==> src/rtl/biquad_coeff_loader.sv <==
// biquad_coeff_loader: double-buffered biquad coefficients, committed to the
// filter atomically only when it is idle and not starting a sample.
module biquad_coeff_loader #(
  parameter int COEFF_WIDTH = 24,
  parameter logic [COEFF_WIDTH-1:0] B0_RESET = 1 << (COEFF_WIDTH-2)
) (
  input  logic                   clk_i,
  input  logic                   rst_ni,
  input  logic                   wr_en_i,
  input  logic [2:0]             wr_addr_i,
  input  logic [COEFF_WIDTH-1:0] wr_data_i,
  input  logic                   commit_i,
  input  logic                   commit_reinit_i,
  input  logic                   filter_start_i,
  input  logic                   filter_busy_i,
  output logic [COEFF_WIDTH-1:0] b0_o,
  output logic [COEFF_WIDTH-1:0] b1_o,
  output logic [COEFF_WIDTH-1:0] b2_o,
  output logic [COEFF_WIDTH-1:0] a1_o,
  output logic [COEFF_WIDTH-1:0] a2_o,
  output logic                   reinit_o,
  output logic                   commit_pending_o,
  output logic                   commit_done_o,
  output logic                   wr_error_o
);
  typedef enum logic [1:0] {IDLE = 2'd0, WAIT = 2'd1, APPLY = 2'd2} state_e;
  localparam logic [4:0][COEFF_WIDTH-1:0] COEFF_RST = {{(4*COEFF_WIDTH){1'b0}}, B0_RESET};
  state_e state_q, state_d;
  logic [4:0][COEFF_WIDTH-1:0] sh_q, sh_d, act_q, act_d;
  logic rflag_q, rflag_d, reinit_q, reinit_d, pend_q, pend_d, done_q, done_d, err_q, err_d;
  always_ff @(posedge clk_i or negedge rst_ni) begin
    if (!rst_ni) begin
      state_q  <= IDLE;
      sh_q     <= COEFF_RST;
      act_q    <= COEFF_RST;
      rflag_q  <= 1'b0;
      reinit_q <= 1'b0;
      pend_q   <= 1'b0;
      done_q   <= 1'b0;
      err_q    <= 1'b0;
    end else begin
      state_q  <= state_d;
      sh_q     <= sh_d;
      act_q    <= act_d;
      rflag_q  <= rflag_d;
      reinit_q <= reinit_d;
      pend_q   <= pend_d;
      done_q   <= done_d;
      err_q    <= err_d;
    end
  end
  always_comb begin
    state_d  = state_q;
    sh_d     = sh_q;
    act_d    = act_q;
    rflag_d  = rflag_q;
    reinit_d = 1'b0;
    pend_d   = pend_q;
    done_d   = 1'b0;
    err_d    = 1'b0;
    case (state_q)
      IDLE: begin
        if (wr_en_i && wr_addr_i <= 3'd4) sh_d[wr_addr_i] = wr_data_i;
        err_d = wr_en_i && wr_addr_i > 3'd4;
        if (commit_i) begin
          rflag_d = commit_reinit_i;
          pend_d  = 1'b1;
          state_d = WAIT;
        end
      end
      WAIT: begin
        err_d = wr_en_i;
        // Swap only on a cycle the filter neither computes nor starts a sample.
        if (!filter_busy_i && !filter_start_i) begin
          act_d    = sh_q;
          pend_d   = 1'b0;
          done_d   = 1'b1;
          reinit_d = rflag_q;
          state_d  = APPLY;
        end
      end
      APPLY: begin
        err_d   = wr_en_i;
        rflag_d = 1'b0;
        state_d = IDLE;
      end
      default: begin
        reinit_d = reinit_q;
        done_d   = done_q;
        err_d    = err_q;
        state_d  = IDLE;
      end
    endcase
  end
  assign b0_o             = act_q[0];
  assign b1_o             = act_q[1];
  assign b2_o             = act_q[2];
  assign a1_o             = act_q[3];
  assign a2_o             = act_q[4];
  assign reinit_o         = reinit_q;
  assign commit_pending_o = pend_q;
  assign commit_done_o    = done_q;
  assign wr_error_o       = err_q;
endmodule

==> config.mk <==
export PLATFORM = sky130hd
export DESIGN_NAME = biquad_coeff_loader
export DESIGN_NICKNAME = d
export VERILOG_FILES = /design/src/rtl/biquad_coeff_loader.sv
export SDC_FILE = /design/constraint.sdc
export NUM_CORES = 1
export LEC_CHECK = 0
export ABC_AREA = 1
export CELL_PAD_IN_SITES_DETAIL_PLACEMENT = 0
export CELL_PAD_IN_SITES_GLOBAL_PLACEMENT = 1
export CORE_ASPECT_RATIO = 0.5
export CORE_UTILIZATION = 44
export CTS_CLUSTER_DIAMETER = 30
export DETAILED_ROUTE_END_ITERATION = 6
export PLACE_DENSITY = 0.88
export SLEW_MARGIN = 40
export SYNTH_ARGS = -nofsm -noshare
export SYNTH_HDL_FRONTEND = slang
export SYNTH_SLANG_ARGS = --single-unit
export TNS_END_PERCENT = 100
==> constraint.sdc <==
create_clock -name clk_i -period 2.5 [get_ports clk_i]
set_input_delay 0.25 -clock clk_i [delete_from_list [all_inputs] [get_ports clk_i]]
set_output_delay 0.25 -clock clk_i [all_outputs]
set_load 0.02 [all_outputs]
==> results.py, run 1 <==
metrics = {
    "power": {
        "leakagePower_uw": 0.00624,
        "p_sw_uw": 6160,
        "switching_share_pct": 34.8,
        "p_per_area_nw_per_um2": 1440,
        "max-vdd-ir-drop_v": 0.000637,
        "intPower_uw": 11500,
        "combPwrFrac_pct": 33.3,
        "clock_power_share_pct": 25.9,
        "p_total_uw": 17700,
        "power.share.sequential_pct": 40.8,
    },
    "min_path": {
        "hp-class": "input port to async pin",
    },
    "clock_tree": {
        "clock-sinks": 247,
        "insertion_delay_ps": 490,
        "tritoncts": "yes",
        "numCtsBuffers": 34,
        "htree_levels": 2,
        "cts_root_buffer": "clkbuf_16",
        "cts.clk_slew.worst_paths_ps": 50,
        "clockBufferDepth": 3,
        "post_cts_resized": 0,
    },
    "logic_synthesis": {
        "yosysSeqAreaShare_pct": 65.6,
        "ys_seq_elements": 247,
        "yosys_warnings": 0,
        "yosysUniqueCellTypes": 20,
        "syn_area_per_cell_um2": 9.62,
        "syn_nets": 1019,
        "synth_area_um2": 9420,
        "synth_cells": 980,
    },
    "floorplan": {
        "die-height_um": 105,
        "rows": 37,
        "dieArea_um2": 22000,
        "die_w_um": 209,
        "initial_utilization_pct": 45.3,
        "io_pins": 158,
        "core_area_um2": 20800,
    },
    "final_layout": {
        "final_nets": 1179,
        "final_cell_mix": "nand2_1 (494), dfrtp_1 (245), clkdlybuf4s50_1 (156), o21ai_1 (84), inv_1 (36)",
        "area_growth_pct": 30.8,
        "mostFrequentLayoutCell": "nand2_1",
        "drive_gt1_share_pct": 9.11,
        "num-fill-cells": 1778,
        "n_antenna_cell": 0,
        "multiInputGateArea_um2": 2740,
        "ff_latch_area_um2": 6180,
    },
    "critical_path": {
        "critPathLaunch": "b0_o[22]$_DFFE_PN1P_",
        "cp.required_ps": 2250,
        "critPathKind": "flop to primary output",
        "critPathLaunchType": "flop",
        "crit_chain": "clkdlybuf4s50_1",
        "slowest_stage": "clkdlybuf4s50_1",
        "slowest_delay_ps": 600,
        "crit_path_max_fanout": 2,
        "critical_path_buf_inv_count": 1,
        "r2r_start": "state_q[0]$_DFFE_PN0P_",
        "arrival_ps": 1620,
        "end_kind": "primary output",
        "critPathTopFamily": "buffers and inverters",
    },
    "sta": {
        "fmax_mhz": 536,
        "slew_headroom_pct": 62.3,
        "timing.final.crit_period_ps": 1870,
        "finalSetupTns_ps": 0,
        "tightest_slew_ps": 565,
        "hold_viol": 0,
        "post-route-period-util_pct": 74.7,
        "setup_viol": 0,
        "fin_skew_ps": 19.3,
        "rsz0062_at_grt": "false",
        "maxSlewViolCount": 0,
    },
    "global_routing": {
        "grt_pass1_vias": 7115,
        "grt_antenna_before_repair": 0,
        "grt_pass1_wl_um": 36500,
        "grt_use_total_pct": 20.7,
        "grt_start_max_net_pins": 121,
        "grt-ovfl-total": 0,
    },
    "routing": {
        "drtIter0Drc": 360,
        "drc": 0,
        "drtPass1Iterations": 5,
        "ant_nets": 0,
        "via_per_inst": 4.85,
        "wirelength_um": 22000,
        "vias": 6968,
        "wl_per_cell_um": 15.3,
    },
    "placement": {
        "place_congestion": 0.788,
        "dp_hpwl_um": 14100,
        "port_buffers": 157,
    },
    "flow_run": {
        "maxCapViolCount": 0,
    },
    "status": {
        "status": "finished clean",
    },
}
-- cells in the mapped netlist --
| cell | n | area (µm²) |
|---|---|---|
| o21ai_1 | 84 | 420 |
| nand4_1 | 1 | 6.26 |
| nand2_2 | 6 | 37.5 |
| nor2_2 | 1 | 6.26 |
| o21ai_0 | 21 | 105 |
| nor2_4 | 1 | 11.3 |
| or2_2 | 1 | 6.26 |
| nand2_1 | 495 | 1860 |
| inv_2 | 1 | 3.75 |
| buf_6 | 15 | 169 |
| nor2_1 | 5 | 18.8 |
| nand3_1 | 5 | 25.0 |
| buf_2 | 21 | 105 |
| clkbuf_1 | 5 | 18.8 |
| ha_1 | 5 | 62.6 |
| o21ai_2 | 20 | 175 |
| buf_4 | 10 | 75.1 |
| dfrtp_1 | 245 | 6130 |
| inv_1 | 36 | 135 |
| dfstp_2 | 2 | 52.6 |
-- worst paths after layout --
path / endpoint / slack (ps) / cells after the start
min in group clk_i: rflag_q$_DFFE_PN0P_ / 350 / 3
worst min register to register: b0_o[22]$_DFFE_PN1P_ / 460 / 2
worst max register to register: sh_q[6]$_DFFE_PN0P_ / 690 / 8
max in group asynchronous: b0_o[23]$_DFFE_PN0P_ / 1350 / 4
worst min-delay path: b0_o[20]$_DFFE_PN0P_ / 220 / 2
worst max-delay path: b0_o[22] / 630 / 1
-- layer usage --
layer	part of all wire, %	vias up	wire [µm]	global-route usage (%)
li1	-	3380	-	-
met1	48	3417	10600	29.1
met2	47	144	10300	33.8
met3	3.6	27	792	3.49
met4	1.4	0	308	4.94
met5	0	-	0	0
-- layout make-up --
type,instances,area share (%)
Sequential cell,247,50.2
Multi-Input combinational cell,645,22.2
Timing Repair Buffer,175,14.9
Clock buffer,43,7.59
Tap cell,273,2.77
Clock inverter,17,1.22
Inverter,37,1.15
-- cells by family (layout without fill, tap and decap cells) --
kind of cell | after synthesis | in the layout | synth area share, %
compound gates | 125 | 125 | 7.44
simple gates | 515 | 515 | 20.9
fa+ha+maj | 5 | 5 | 0.664
buf+inv | 88 | 272 | 5.38
flops | 247 | 247 | 65.6
-- state kept, by name (all words and copies together) (netlist names), 2 cells and up --
signal   cells
a1_o        24
b1_o        24
b0_o        24
state_q      2
sh_q       120
b2_o        24
a2_o        24
-- power groups by stage --
stage	clock (µW)	combinational (µW)	sequential (µW)
2_1_floorplan	0	2090	8180
3_3_place_gp	0	5810	7210
3_5_place_dp	0	5950	7250
4_1_cts	4670	5980	7230
5_1_grt	4850	6480	7460
6_report	4580	5900	7220
-- timing repair --
| action | CTS | global route |
|---|---|---|
| setup endpoints to repair | 0 | 0 |
| hold endpoints to repair | 93 | 0 |
| hold buffers | 1 | 0 |
| buffers inserted | 0 | 0 |
-- through the flow --
stage,std cells,setup WS [ps],area [µm²],hold slack [ps],util (%)
2_1_floorplan,980,996,9420,-45.6,-
3_3_place_gp,1375,651,11200,344,53.9
3_5_place_dp,1375,643,11200,350,53.9
4_1_cts,1436,611,12300,342,59.2
5_1_grt,1437,493,12300,215,59.3
6_report,1437,633,12300,219,59.3
Note: power is estimated with default switching activity, not from simulation.
==> run 2, diff against run 1 <==
--- a/config.mk
+++ b/config.mk
@@ -9,10 +9,10 @@
 export CELL_PAD_IN_SITES_DETAIL_PLACEMENT = 0
 export CELL_PAD_IN_SITES_GLOBAL_PLACEMENT = 1
 export CORE_ASPECT_RATIO = 0.5
-export CORE_UTILIZATION = 44
+export CORE_UTILIZATION = 37
 export CTS_CLUSTER_DIAMETER = 30
 export DETAILED_ROUTE_END_ITERATION = 6
-export PLACE_DENSITY = 0.88
+export PLACE_DENSITY = 0.79
 export SLEW_MARGIN = 40
 export SYNTH_ARGS = -nofsm -noshare
 export SYNTH_HDL_FRONTEND = slang
==> constraint.sdc (replaced) <==
create_clock -name clk_i -period 1.6 [get_ports clk_i]
set_input_delay 0.16 -clock clk_i [delete_from_list [all_inputs] [get_ports clk_i]]
set_output_delay 0.16 -clock clk_i [all_outputs]
set_load 0.02 [all_outputs]
==> run 2 against run 1 <==
Compared with the run above:
- the flow now finishes with violations (setup timing)
- setup slack lost 640 ps
- combinational power rose by 46%
- routed wire length grew 13%
==> results.py, run 2 (same netlist as run 1, synthesis figures left out) <==
metrics = {
    "status": {
        "status": "complete, but fails checks",
        "violations": "setup timing",
    },
    "critical_path": {
        "slowest_stage": "dfrtp_1",
        "r2r_slack_ps": -3,
        "end_kind": "flop",
        "reg2reg_depth": 9,
        "critical_path_buf_inv_count": 3,
        "slowest_delay_ps": 420,
        "critPathLaunchType": "flop",
        "critPathLaunch": "state_q[0]$_DFFE_PN0P_",
        "arrival_ps": 1990,
        "crit_chain": "inv_2, ha_4, nand2_4, nor2_4, buf_12, nand2_8, clkbuf_16, nand2_2, o21ai_1",
        "critPathTopFamily": "buffers and inverters",
        "crit_path_max_fanout": 8,
        "cp.required_ps": 1990,
        "r2r_start": "state_q[0]$_DFFE_PN0P_",
        "critPathKind": "flop to flop",
        "r2r_end": "sh_q[109]$_DFFE_PN0P_",
    },
    "min_path": {
        "hp-class": "input port to async pin",
    },
    "global_routing": {
        "grt_start_max_net_pins": 60,
        "grt-ovfl-total": 0,
        "grt_pass1_wl_um": 38500,
        "grt_use_total_pct": 18.8,
        "grt_pass1_vias": 7211,
        "grt_antenna_before_repair": 1,
    },
    "clock_tree": {
        "tritoncts": "yes",
        "cts.clk_slew.worst_paths_ps": 60,
        "insertion_delay_ps": 510,
        "cts_root_buffer": "clkbuf_16",
        "numCtsBuffers": 37,
        "htree_levels": 2,
        "clockBufferDepth": 3,
        "clock-sinks": 247,
    },
    "final_layout": {
        "drive_gt1_share_pct": 13.1,
        "ff_latch_area_um2": 6180,
        "multiInputGateArea_um2": 2850,
        "final_nets": 1205,
        "num-fill-cells": 2233,
        "n_antenna_cell": 0,
        "top_register": "sh_q",
        "final_core_util_pct": 52.9,
        "largest_reg_flops": 120,
        "final_cell_mix": "nand2_1 (482), dfrtp_1 (245), dlygate4sd2_1 (124), o21ai_1 (85), clkbuf_16 (45)",
        "mostFrequentLayoutCell": "nand2_1",
        "area_growth_pct": 37.3,
    },
    "routing": {
        "drc": 0,
        "vias": 7131,
        "via_per_inst": 4.66,
        "wl_per_cell_um": 16.3,
        "drtPass1Iterations": 4,
        "ant_nets": 0,
        "drtIter0Drc": 486,
        "wirelength_um": 25000,
    },
    "sta": {
        "maxSlewViolCount": 0,
        "fin_skew_ps": 18.3,
        "hold_viol": 0,
        "slew_headroom_pct": 70.3,
        "tightest_slew_ps": 444,
        "post-route-period-util_pct": 100,
        "fmax_mhz": 624,
        "rsz0062_at_grt": "true",
        "fin_ws_ps": -3.34,
        "finalSetupTns_ps": -3.42,
        "timing.final.crit_period_ps": 1600,
        "holdWs_ps": 139,
        "setup_viol": 2,
    },
    "power": {
        "p_sw_uw": 10000,
        "leakagePower_uw": 0.00698,
        "p_per_area_nw_per_um2": 2170,
        "power.share.sequential_pct": 40.2,
        "intPower_uw": 18000,
        "combPwrFrac_pct": 30.8,
        "p_total_uw": 28000,
        "switching_share_pct": 35.8,
        "clock_power_share_pct": 29.0,
        "max-vdd-ir-drop_v": 0.000895,
    },
    "floorplan": {
        "dieArea_um2": 26100,
        "die-height_um": 115,
        "core_area_um2": 24500,
        "initial_utilization_pct": 38.5,
        "rows": 40,
        "die_w_um": 228,
        "io_pins": 158,
    },
    "placement": {
        "place_congestion": 0.747,
        "port_buffers": 157,
        "dp_slack_ps": 38.5,
        "dp_hpwl_um": 15000,
    },
    "flow_run": {
        "maxCapViolCount": 0,
    },
}
-- run 2: cell types whose count changed in the layout (fill, tap and decap cells not counted), moves of 5 or more --
cell / change
buf_12: +10
clkdlybuf4s50_1: -124
o21ai_0: -5
dlygate4sd2_1: +124
nand2_1: -12
clkbuf_16: +10
nand2_2: +6
-- run 2: repair_timing --
| item | CTS | global route |
|---|---|---|
| setup buffers | 0 | 9 |
| gates cloned | 0 | 9 |
| gates resized for setup | 124 | 38 |
| hold buffers | 1 | 0 |
| hold endpoints to repair | 242 | 0 |
| setup endpoints to repair | 124 | 216 |
| pin swaps | 0 | 3 |
-- run 2: worst max-delay path by stage --
| stage | endpoint | slack (ps) | depth (start not counted) |
|---|---|---|---|
| floorplan | sh_q[44]$_DFFE_PN0P_ | 100 | 9 |
| global placement | b0_o[16]$_DFFE_PN0P_ | 70 | 7 |
| detailed placement | b2_o[14]$_DFFE_PN0P_ | 40 | 7 |
| CTS | sh_q[1]$_DFFE_PN0P_ | 10 | 7 |
| global route | sh_q[109]$_DFFE_PN0P_ | -60 | 9 |
| finish | sh_q[109]$_DFFE_PN0P_ | -3 | 9 |
-- run 2: layout make-up --
cell class	count	share of cell area [%]
Multi-Input combinational cell	645	22.0
Clock buffer	49	8.30
Tap cell	336	3.25
Timing Repair Buffer	198	16.1
Clock inverter	18	1.50
Sequential cell	247	47.8
Inverter	37	1.09
-- run 2: power by group through the flow --
stage / combinational (µW) / sequential, µW / clock, µW
finish: 8640 / 11300 / 8130
CTS: 8380 / 11300 / 8260
detailed placement: 9400 / 11400 / 0
global route: 9610 / 11600 / 8640
global placement: 9230 / 11300 / 0
floorplan: 3260 / 12800 / 0
-- run 2: stage by stage --
step / cells / cell area (µm²)
after floorplan: 980 / 9420
after global placement: 1444 / 11400
after global routing: 1530 / 12900
after detailed placement: 1444 / 11400
after CTS: 1512 / 12500
final: 1530 / 12900
-- run 2: layer usage --
metal	track usage, %	up-vias	share of wire, %
met2	30.2	136	47
met5	0	-	0.052
met4	4.97	2	1.5
met1	26.0	3520	48
li1	-	3442	-
met3	3.94	31	4.0
